<file path="config.mk">
export PLATFORM = sky130hd
export DESIGN_NAME = oram_code_writer
export DESIGN_NICKNAME = d
export VERILOG_FILES = /design/src/rtl/oram_code_writer_pkg.sv /design/src/rtl/oram_code_writer.sv
export SDC_FILE = /design/constraint.sdc
export NUM_CORES = 1
export LEC_CHECK = 0
export BUFFER_PORTS_ARGS = -buffer_cell sky130_fd_sc_hd__buf_4
export CORE_ASPECT_RATIO = 0.5
export CORE_UTILIZATION = 58
export DETAILED_ROUTE_END_ITERATION = 12
export GPL_ROUTABILITY_DRIVEN = 0
export PLACE_DENSITY = 0.84
export SLEW_MARGIN = 20
export SYNTH_ARGS = -nofsm -noshare
export SYNTH_HDL_FRONTEND = slang
export SYNTH_SLANG_ARGS = --single-unit
</file>
<file path="constraint.sdc">
create_clock -name clk -period 7.4 [get_ports clk]
set_clock_uncertainty 0.05 [all_clocks]
set_input_delay 1.11 -clock clk [delete_from_list [all_inputs] [get_ports clk]]
set_output_delay 1.11 -clock clk [all_outputs]
set_load 0.005 [all_outputs]
</file>
<file path="src/rtl/oram_code_writer_pkg.sv">
// Shared constants and types for the ORAM code writer.
package oram_code_writer_pkg;

  localparam int unsigned ORAM_ADDR_W    = 12;
  localparam int unsigned BYTES_PER_WORD = 4;

  typedef enum logic {
    WR_IDLE  = 1'b0,
    WR_WRITE = 1'b1
  } wr_state_t;

endpackage

</file>
<file path="src/rtl/oram_code_writer.sv">
// Serialises 32-bit instruction words into little-endian byte writes to the
// output code RAM, tracking write pointer, word count, fullness and overflow.
module oram_code_writer
  import oram_code_writer_pkg::*;
#(
  parameter int unsigned ADDR_W = ORAM_ADDR_W
) (
  input  logic              clk,
  input  logic              reset,
  input  logic              start,
  input  logic [ADDR_W-1:0] base_addr,
  input  logic [31:0]       in_word,
  input  logic              in_valid,
  output logic              in_ready,
  output logic [ADDR_W-1:0] oram_addr,
  output logic [7:0]        oram_data,
  output logic              oram_we,
  output logic [ADDR_W-2:0] word_count,
  output logic              busy,
  output logic              full,
  output logic              overflow
);

  localparam logic [ADDR_W:0] DEPTH      = {1'b1, {ADDR_W{1'b0}}};
  localparam logic [ADDR_W:0] FULL_LIMIT = DEPTH - (ADDR_W+1)'(BYTES_PER_WORD);

  wr_state_t       state_q, state_d;
  logic [ADDR_W:0] ptr;
  logic [1:0]      byte_idx;
  logic [31:0]     shreg;
  logic [ADDR_W:0] bytes_left;
  logic [ADDR_W:0] ptr_end;
  logic            last_byte;
  logic            accept;

  // Fullness is judged on where the pointer lands once the in-flight word
  // completes, so a back-to-back word is only accepted if it fits entirely.
  always_comb begin
    bytes_left = '0;
    if (state_q == WR_WRITE) begin
      bytes_left = (ADDR_W+1)'(3'd4 - {1'b0, byte_idx});
    end
    ptr_end   = ptr + bytes_left;
    full      = (ptr_end > FULL_LIMIT);
    last_byte = (state_q == WR_WRITE) && (byte_idx == 2'd3);
    in_ready  = ~start & ~full & ((state_q == WR_IDLE) | last_byte);
    accept    = in_valid & in_ready;
    busy      = (state_q == WR_WRITE);
  end

  // Next-state logic: start aborts, accept (re)enters WRITE, last byte ends it.
  always_comb begin
    state_d = state_q;
    if (start) begin
      state_d = WR_IDLE;
    end else if (accept) begin
      state_d = WR_WRITE;
    end else if (last_byte) begin
      state_d = WR_IDLE;
    end
  end

  // State register.
  always_ff @(posedge clk or posedge reset) begin
    if (reset) begin
      state_q <= WR_IDLE;
    end else begin
      state_q <= state_d;
    end
  end

  // Datapath: byte serialiser, pointer, counters and registered ORAM port.
  always_ff @(posedge clk or posedge reset) begin
    if (reset) begin
      ptr        <= '0;
      byte_idx   <= '0;
      shreg      <= '0;
      oram_addr  <= '0;
      oram_data  <= '0;
      oram_we    <= 1'b0;
      word_count <= '0;
      overflow   <= 1'b0;
    end else if (start) begin
      ptr        <= {1'b0, base_addr};
      byte_idx   <= '0;
      oram_we    <= 1'b0;
      word_count <= '0;
      overflow   <= 1'b0;
    end else begin
      if (in_valid && full) begin
        overflow <= 1'b1;
      end
      if (state_q == WR_WRITE) begin
        oram_we   <= 1'b1;
        oram_addr <= ptr[ADDR_W-1:0];
        oram_data <= shreg[7:0];
        shreg     <= {8'h00, shreg[31:8]};
        ptr       <= ptr + (ADDR_W+1)'(1);
        byte_idx  <= byte_idx + 2'd1;
        if (byte_idx == 2'd3) begin
          word_count <= word_count + (ADDR_W-1)'(1);
        end
      end else begin
        oram_we <= 1'b0;
      end
      // A word accepted on the last byte overrides the shift so the next
      // word's byte 0 follows without a bubble.
      if (accept) begin
        shreg    <= in_word;
        byte_idx <= '0;
      end
    end
  end

endmodule

</file>
==> results of run 1 <==
-- flip-flops by register name (all words and copies together), names as in the netlist --
name	cells
shreg	32
ptr	13
oram_addr	12
word_count	11
oram_data	8
byte_idx	2
busy	1
oram_we	1
overflow	1
-- power groups by stage --
stage,registers (mW),clock network [mW],logic [mW]
2_1_floorplan,0.583,0,0.135
3_3_place_gp,0.593,0,0.225
3_5_place_dp,0.596,0,0.232
4_1_cts,0.590,0.401,0.234
5_1_grt,0.603,0.422,0.265
6_report,0.592,0.396,0.230
-- layout by cell type (no fill, tap or decap), types with 2 or more instances in the layout --
cell,instances
and2_1,2
nor2_1,19
nand2_1,140
dfrtp_1,81
nor3_1,26
xor2_1,14
a21oi_1,7
mux2i_1,9
or3_1,3
nor4_1,2
and3_1,3
buf_4,87
a31oi_1,24
clkbuf_16,9
inv_1,12
nand4_1,8
o311ai_0,3
ha_1,7
clkinv_2,5
a211oi_1,2
o21ai_0,12
xnor2_1,6
nor2b_1,3
nand3_1,6
-- synth_stat cells (6+ instances only) --
cell / count / area, sq um
a21oi_1: 7 / 35.0
nand4_1: 8 / 50.1
ha_1: 7 / 87.6
xor2_1: 14 / 123
nor3_1: 26 / 130
a31oi_1: 24 / 150
dfrtp_1: 81 / 2030
clkbuf_1: 15 / 56.3
inv_1: 13 / 48.8
nand3_1: 6 / 30.0
mux2i_1: 9 / 90.1
o21ai_0: 12 / 60.1
nand2_1: 140 / 526
xnor2_1: 6 / 52.6
nor2_1: 19 / 71.3
-- worst max-delay path, delay by kind of cell, from the launching register on --
kind                     cells  cell delay [ns]
AO/OA/AOI/OAI                2             0.40
XOR/XNOR                     1             0.24
buffers and inverters        3             0.61
adder cells (fa/ha/maj)      2             0.60
AND/OR/NAND/NOR              3             0.47
flip-flops                   1             0.54
-- area by class of cell --
type | count | area, sq um
timing repair buffer | 87 | 653
fill | 466 | 1460
clock inverter | 4 | 20.0
clock buffer | 11 | 243
multi-input combinational | 311 | 1690
inverter | 14 | 53.8
sequential | 81 | 2030
tap | 88 | 110
-- logic make-up after synthesis --
kind of cell	Yosys count
AND/OR/NAND/NOR	220
flip-flops	81
AO/OA/AOI/OAI	54
buffers and inverters	39
XOR/XNOR	20
multiplexers	9
adder cells (fa/ha/maj)	8
-- worst min-delay path by stage --
stage	endpoint	slack, ns	depth (start not counted)
6_report	oram_data[6]$_DFFE_PP0P_	0.43	2
5_1_grt	oram_addr[10]$_DFFE_PP0P_	0.45	2
4_1_cts	oram_data[6]$_DFFE_PP0P_	0.43	2
3_5_place_dp	oram_data[4]$_DFFE_PP0P_	0.40	2
3_3_place_gp	oram_data[3]$_DFFE_PP0P_	0.41	2
2_1_floorplan	oram_data[0]$_DFFE_PP0P_	0.39	2
-- metrics by stage --
| stage | util | setup slack [ns] |
|---|---|---|
| finish | 0.766 | 3.04 |
| global placement | 0.724 | 3.49 |
| detailed placement | 0.724 | 3.41 |
| floorplan | - | 3.82 |
| CTS | 0.766 | 3.04 |
| global route | 0.766 | 2.71 |
-- per-layer routing --
layer	routed length [um]	vias up	track usage
met1	3850	1562	0.348
met5	0	-	0
met4	68	0	0.114
met2	4040	102	0.443
met3	476	8	0.0697
li1	-	1594	-
==> results.cfg, run 1 <==
[placement]
placedCellCount = 581
dp_hpwl_mm = 5.40
dpl_cell_area_sq_mm = 0.00453
port_buffers = 83

[sta]
tightest_slew_ns = 0.971
slew_headroom = 0.352
post-route-min-period_ns = 4.36
holdWs_ns = 0.426
timing.fmax_ghz = 0.229
period_share = 0.589
final-setup-viol-count = 0
rsz0062_at_grt = no
tns_ns = 0
finalHoldViolCount = 0
maxSlewViolCount = 0

[layout]
post-route-cell-area_sq_mm = 0.00479
finish.cell_count_without_fillers = 596
layout-area-overhead-vs-synth_pct = 23.5
drive_above_1_share = 0.213
fin_nets = 560
antenna_cells = 0

[synthesis]
synth_edf_count = 0
synth-compound-area-share = 0.0909
ys.flop_type = dfrtp_1
yosys_register_bits = 81
synth.distinct_cells = 42
avgSynthCellArea_sq_um = 9.01
synth_top_family_by_area = simple AND/OR/NAND/NOR gates
syn-instance-count = 431
netlist_area_sq_mm = 0.00388
yosys_warnings = 0
synth.area.mux_share = 0.0232
yosysSeqAreaShare = 0.522
yosys.area_share.adder = 0.0277
async_reset_ff_frac = 1.00
synth_xor_area_frac = 0.0451
synth_fp_nets = 487
synthSimpleGateAreaFrac = 0.247

[critical_path]
reg2reg_from = busy$_DFFE_PP0P_
critical_path.startpoint = busy$_DFFE_PP0P_
critPathArrivalTime_ns = 3.20
r2r_setup_slack_ns = 4.05
cp_common_cell = buf_4
critPathCapture = in_ready
worstPathRequired_ns = 6.24
critical_path.max_fanout = 28
cp_cell_sequence = inv_1 -> nor2_1 -> ha_1 -> fa_1 -> a21oi_1 -> nor4_1 -> xnor2_1 -> o41ai_4 -> buf_4 -> nor3_1 -> buf_4
r2r-end = shreg[22]$_DFFE_PP0P_
end_kind = output port
cpPeakStageDelay_ns = 0.54
critical_path.slowest_cell = dfrtp_1
worst_setup_path_start_kind = register
worstSetupPathType = register to output port
reg2reg_depth = 12

[drt]
drt-pass1-iter-count = 5
drc = 0
vias_per_cell = 5.48
drtAntennaViolNets = 0
drt-total-wl_mm = 8.44
wl_per_cell_um = 14.2
drtIter0Drc = 228
num_vias = 3266

[global_route]
track_usage = 0.269
grt_pass1_wl_mm = 14.4
grt_pass1_vias = 3140
grt_max_degree = 82
antenna_found_initial = 0
grt-ovfl-total = 0

[floorplanning]
rows = 20
core-area_sq_mm = 0.00626
ios = 84
start_util = 0.621
die_h_um = 59.9
dieWidth_um = 118
die_area_sq_mm = 0.00705

[pwr]
pwr-share-clk = 0.325
swShare = 0.278
p_leak_nw = 2.40
finalPower_mw = 1.22
power.internal_mw = 0.879
switching_power_mw = 0.339
vdd_drop_max_v = 0.000165
powerDensity_mw_per_mm2 = 254
pwr-share-seq = 0.486
p_comb_frac = 0.189

[clock_tree]
path_clk_slew_ns = 0.06
postCtsSetupBuffers = 0
clock_path_buffers = 2
cts_root_buffer = clkbuf_16
numCtsBuffers = 9
cts_tree = built
cts_sinks = 81
cts-resized-gates = 0
holdBufCountCts = 0
htree_levels = 3
clkLatencyLatePin_ns = 0.33

[hold_path]
hp-start = shreg[6]$_DFFE_PP0P_
hold_class = register to register

[job]
maxCapViolations = 0

[run_status]
status = complete, no violations
No activity file was read; power rests on OpenSTA's default activity.
==> run 2, diff against run 1 <==
Settings changed: ABC_AREA set to 1, CORE_UTILIZATION 58 to 50, PLACE_DENSITY 0.84 to 0.76.
Clock period 7.4 ns to 3.6 ns, I/O delays scaled along.
==> results.cfg, run 2 <==
[placement]
dpl_cell_area_sq_mm = 0.00506
dp_hpwl_mm = 7.05
port_buffers = 83

[layout]
layout-area-overhead-vs-synth_pct = 23.1
final_common_cell = nand2_1
drive_above_1_share = 0.180
multi_input_area_sq_mm = 0.00194
post-route-cell-area_sq_mm = 0.00539
antenna_cells = 0
fill_cells = 752
regArea_sq_mm = 0.00203
regMostFlops = shreg
largest_reg_flops = 32
fin_nets = 718
largestRegisters = shreg x32, ptr x13, oram_addr x12
layout_common_cells = nand2_1 (204), buf_4 (90), dfrtp_1 (80), inv_1 (70), nand3_1 (56)

[floorplanning]
rows = 23
core-area_sq_mm = 0.00823
ios = 84
die_area_sq_mm = 0.00916
die_h_um = 68.2
start_util = 0.532
dieWidth_um = 134

[synthesis]
ys.flop_type = dfrtp_1
synth.distinct_cells = 31
yosys_register_bits = 81
synth_common_cells = nand2_1 (204), dfrtp_1 (81), inv_1 (71)
synth_edf_count = 0
synth_fp_nets = 649
netlist_area_sq_mm = 0.00438
yosysSeqAreaShare = 0.463
async_reset_ff_frac = 1.00
yosysMostFrequentCell = nand2_1
synth_area_leaders = dfrtp_1 (46%), nand2_1 (17%), nand3_1 (6.4%)
avgSynthCellArea_sq_um = 7.38
syn-instance-count = 593
yosys.area.top_type = dfrtp_1
synth.top_cell.area_share = 0.463
yosys_warnings = 0

[drt]
drtIter0Drc = 287
num_vias = 4033
drt-total-wl_mm = 10.4
wl_per_cell_um = 13.4
drtAntennaViolNets = 0
drc = 0
vias_per_cell = 5.18
drt-pass1-iter-count = 7

[sta]
slew_headroom = 0.470
period_share = 0.945
finalHoldViolCount = 0
tightest_slew_ns = 0.793
post-route-min-period_ns = 3.40
timing.fmax_ghz = 0.294
rsz0062_at_grt = no
tns_ns = 0
final-setup-viol-count = 0
maxSlewViolCount = 0

[pwr]
powerDensity_mw_per_mm2 = 507
p_leak_nw = 2.88
vdd_drop_max_v = 0.000275

[critical_path]
critPathTopFamily = simple AND/OR/NAND/NOR gates
critical_path.slowest_cell = fa_1
cpPeakStageDelay_ns = 0.50
path_buf_inv = 5
cp_common_cell = inv_1
critPathArrivalTime_ns = 2.81
worstSetupPathType = register to output port
cp_cell_sequence = inv_1 -> ha_1 -> nand2_1 -> inv_1 -> fa_1 -> inv_1 -> nand2_1 -> nand3_1 -> nor2_1 -> nand3_1 -> nor2_1 -> nand2_1 -> nor2_2 -> nor2_4 -> inv_1 -> nor3_1 -> buf_4
worstPathRequired_ns = 3.01
worst_setup_path_start_kind = register
end_kind = output port
critical_path.max_fanout = 3

[job]
maxCapViolations = 0

[global_route]
grt_max_degree = 60
grt-ovfl-total = 0
antenna_found_initial = 0
grt_pass1_vias = 3702
grt_pass1_wl_mm = 17.4
track_usage = 0.247

[clock_tree]
htree_levels = 3
path_clk_slew_ns = 0.06
cts_tree = built
numCtsBuffers = 9
cts_root_buffer = clkbuf_16
clkLatencyLatePin_ns = 0.34
clock_path_buffers = 2
cts_sinks = 81
postCtsSetupBuffers = 0

[hold_path]
hold_class = primary input to asynchronous set/reset pin

[run_status]
status = complete, no violations
[run 2: changes by cell type after synthesis, moves of 14 or more]
cell     previous run  this run
nand2_1           140       204
inv_1              13        71
nand3_1             6        56
nor2_1             19        51
nand4_1             8        36
a31oi_1            24         0
nor3_1             26         6
xor2_1             14         0
[run 2: cell families after synthesis]
family                   count (synthesis)  synth area share
AND/OR/NAND/NOR                        363             0.363
buffers and inverters                  105            0.0963
flip-flops                              81             0.463
AO/OA/AOI/OAI                           34            0.0477
adder cells (fa/ha/maj)                  8            0.0246
XOR/XNOR                                 2           0.00572
[run 2: metal layers]
metal	share of wire	GRT usage
met1	0.50	0.345
met2	0.43	0.389
met3	0.056	0.0519
met4	0.0083	0.0758
met5	0	0
[run 2: path summary, 6_finish.rpt]
check	cells past startpoint	to	slack, ns	startpoint
min reg2reg	2	oram_data[4]$_DFFE_PP0P_	0.43	oram_data[4]$_DFFE_PP0P_
max in group asynchronous	3	busy$_DFFE_PP0P_	2.45	reset
max reg2reg	15	shreg[10]$_DFFE_PP0P_	0.57	byte_idx[0]$_DFFE_PP0P_
max	17	in_ready	0.20	byte_idx[0]$_DFFE_PP0P_
min in group clk	3	ptr[10]$_DFFE_PP0P_	0.35	base_addr[10]
min	2	oram_addr[4]$_DFFE_PP0P_	0.25	reset
[run 2: area by class of cell]
| type | instances | area share |
|---|---|---|
| Clock inverter | 6 | 0.0167 |
| Sequential cell | 81 | 0.376 |
| Timing Repair Buffer | 90 | 0.125 |
| Multi-Input combinational cell | 407 | 0.360 |
| Tap cell | 112 | 0.0260 |
| Clock buffer | 10 | 0.0443 |
| Inverter | 73 | 0.0511 |
[run 2: what timing repair did]
item                                    4_1_cts  5_1_grt
hold endpoints to repair                      0        0
hold buffers                                  0        0
gates resized for setup                       0        2
endpoints found under the setup margin        0        1
[run 2: worst reg2reg max path, stage by stage (launching register included)]
cell	delay [ns]
dfrtp_1	0.36
inv_1	0.07
ha_1	0.30
nand2_1	0.07
inv_1	0.06
fa_1	0.44
nand3_1	0.11
nand2_1	0.10
inv_1	0.09
nor2_2	0.05
xor2_2	0.16
inv_2	0.08
nand4_4	0.60
nand2_1	0.29
nand2_1	0.08
nand2_1	0.05
[run 2: power by group]
group | switching [mW] | internal [mW] | total (mW)
Combinational | 0.283 | 0.250 | 0.534
Sequential | 0.114 | 1.08 | 1.19
Clock | 0.377 | 0.629 | 1.01
Total | 0.774 | 1.96 | 2.73
[run 2: through the flow]
step,setup WS (ns),util,hold slack [ns],total power [mW],instances
after floorplan,0.876,-,0.400,1.50,593
after global placement,0.611,0.614,0.410,1.73,763
after detailed placement,0.524,0.614,0.415,1.75,763
after CTS,0.148,0.654,0.280,2.74,779
after global routing,0.0215,0.655,0.308,2.88,779
final,0.199,0.655,0.254,2.73,779
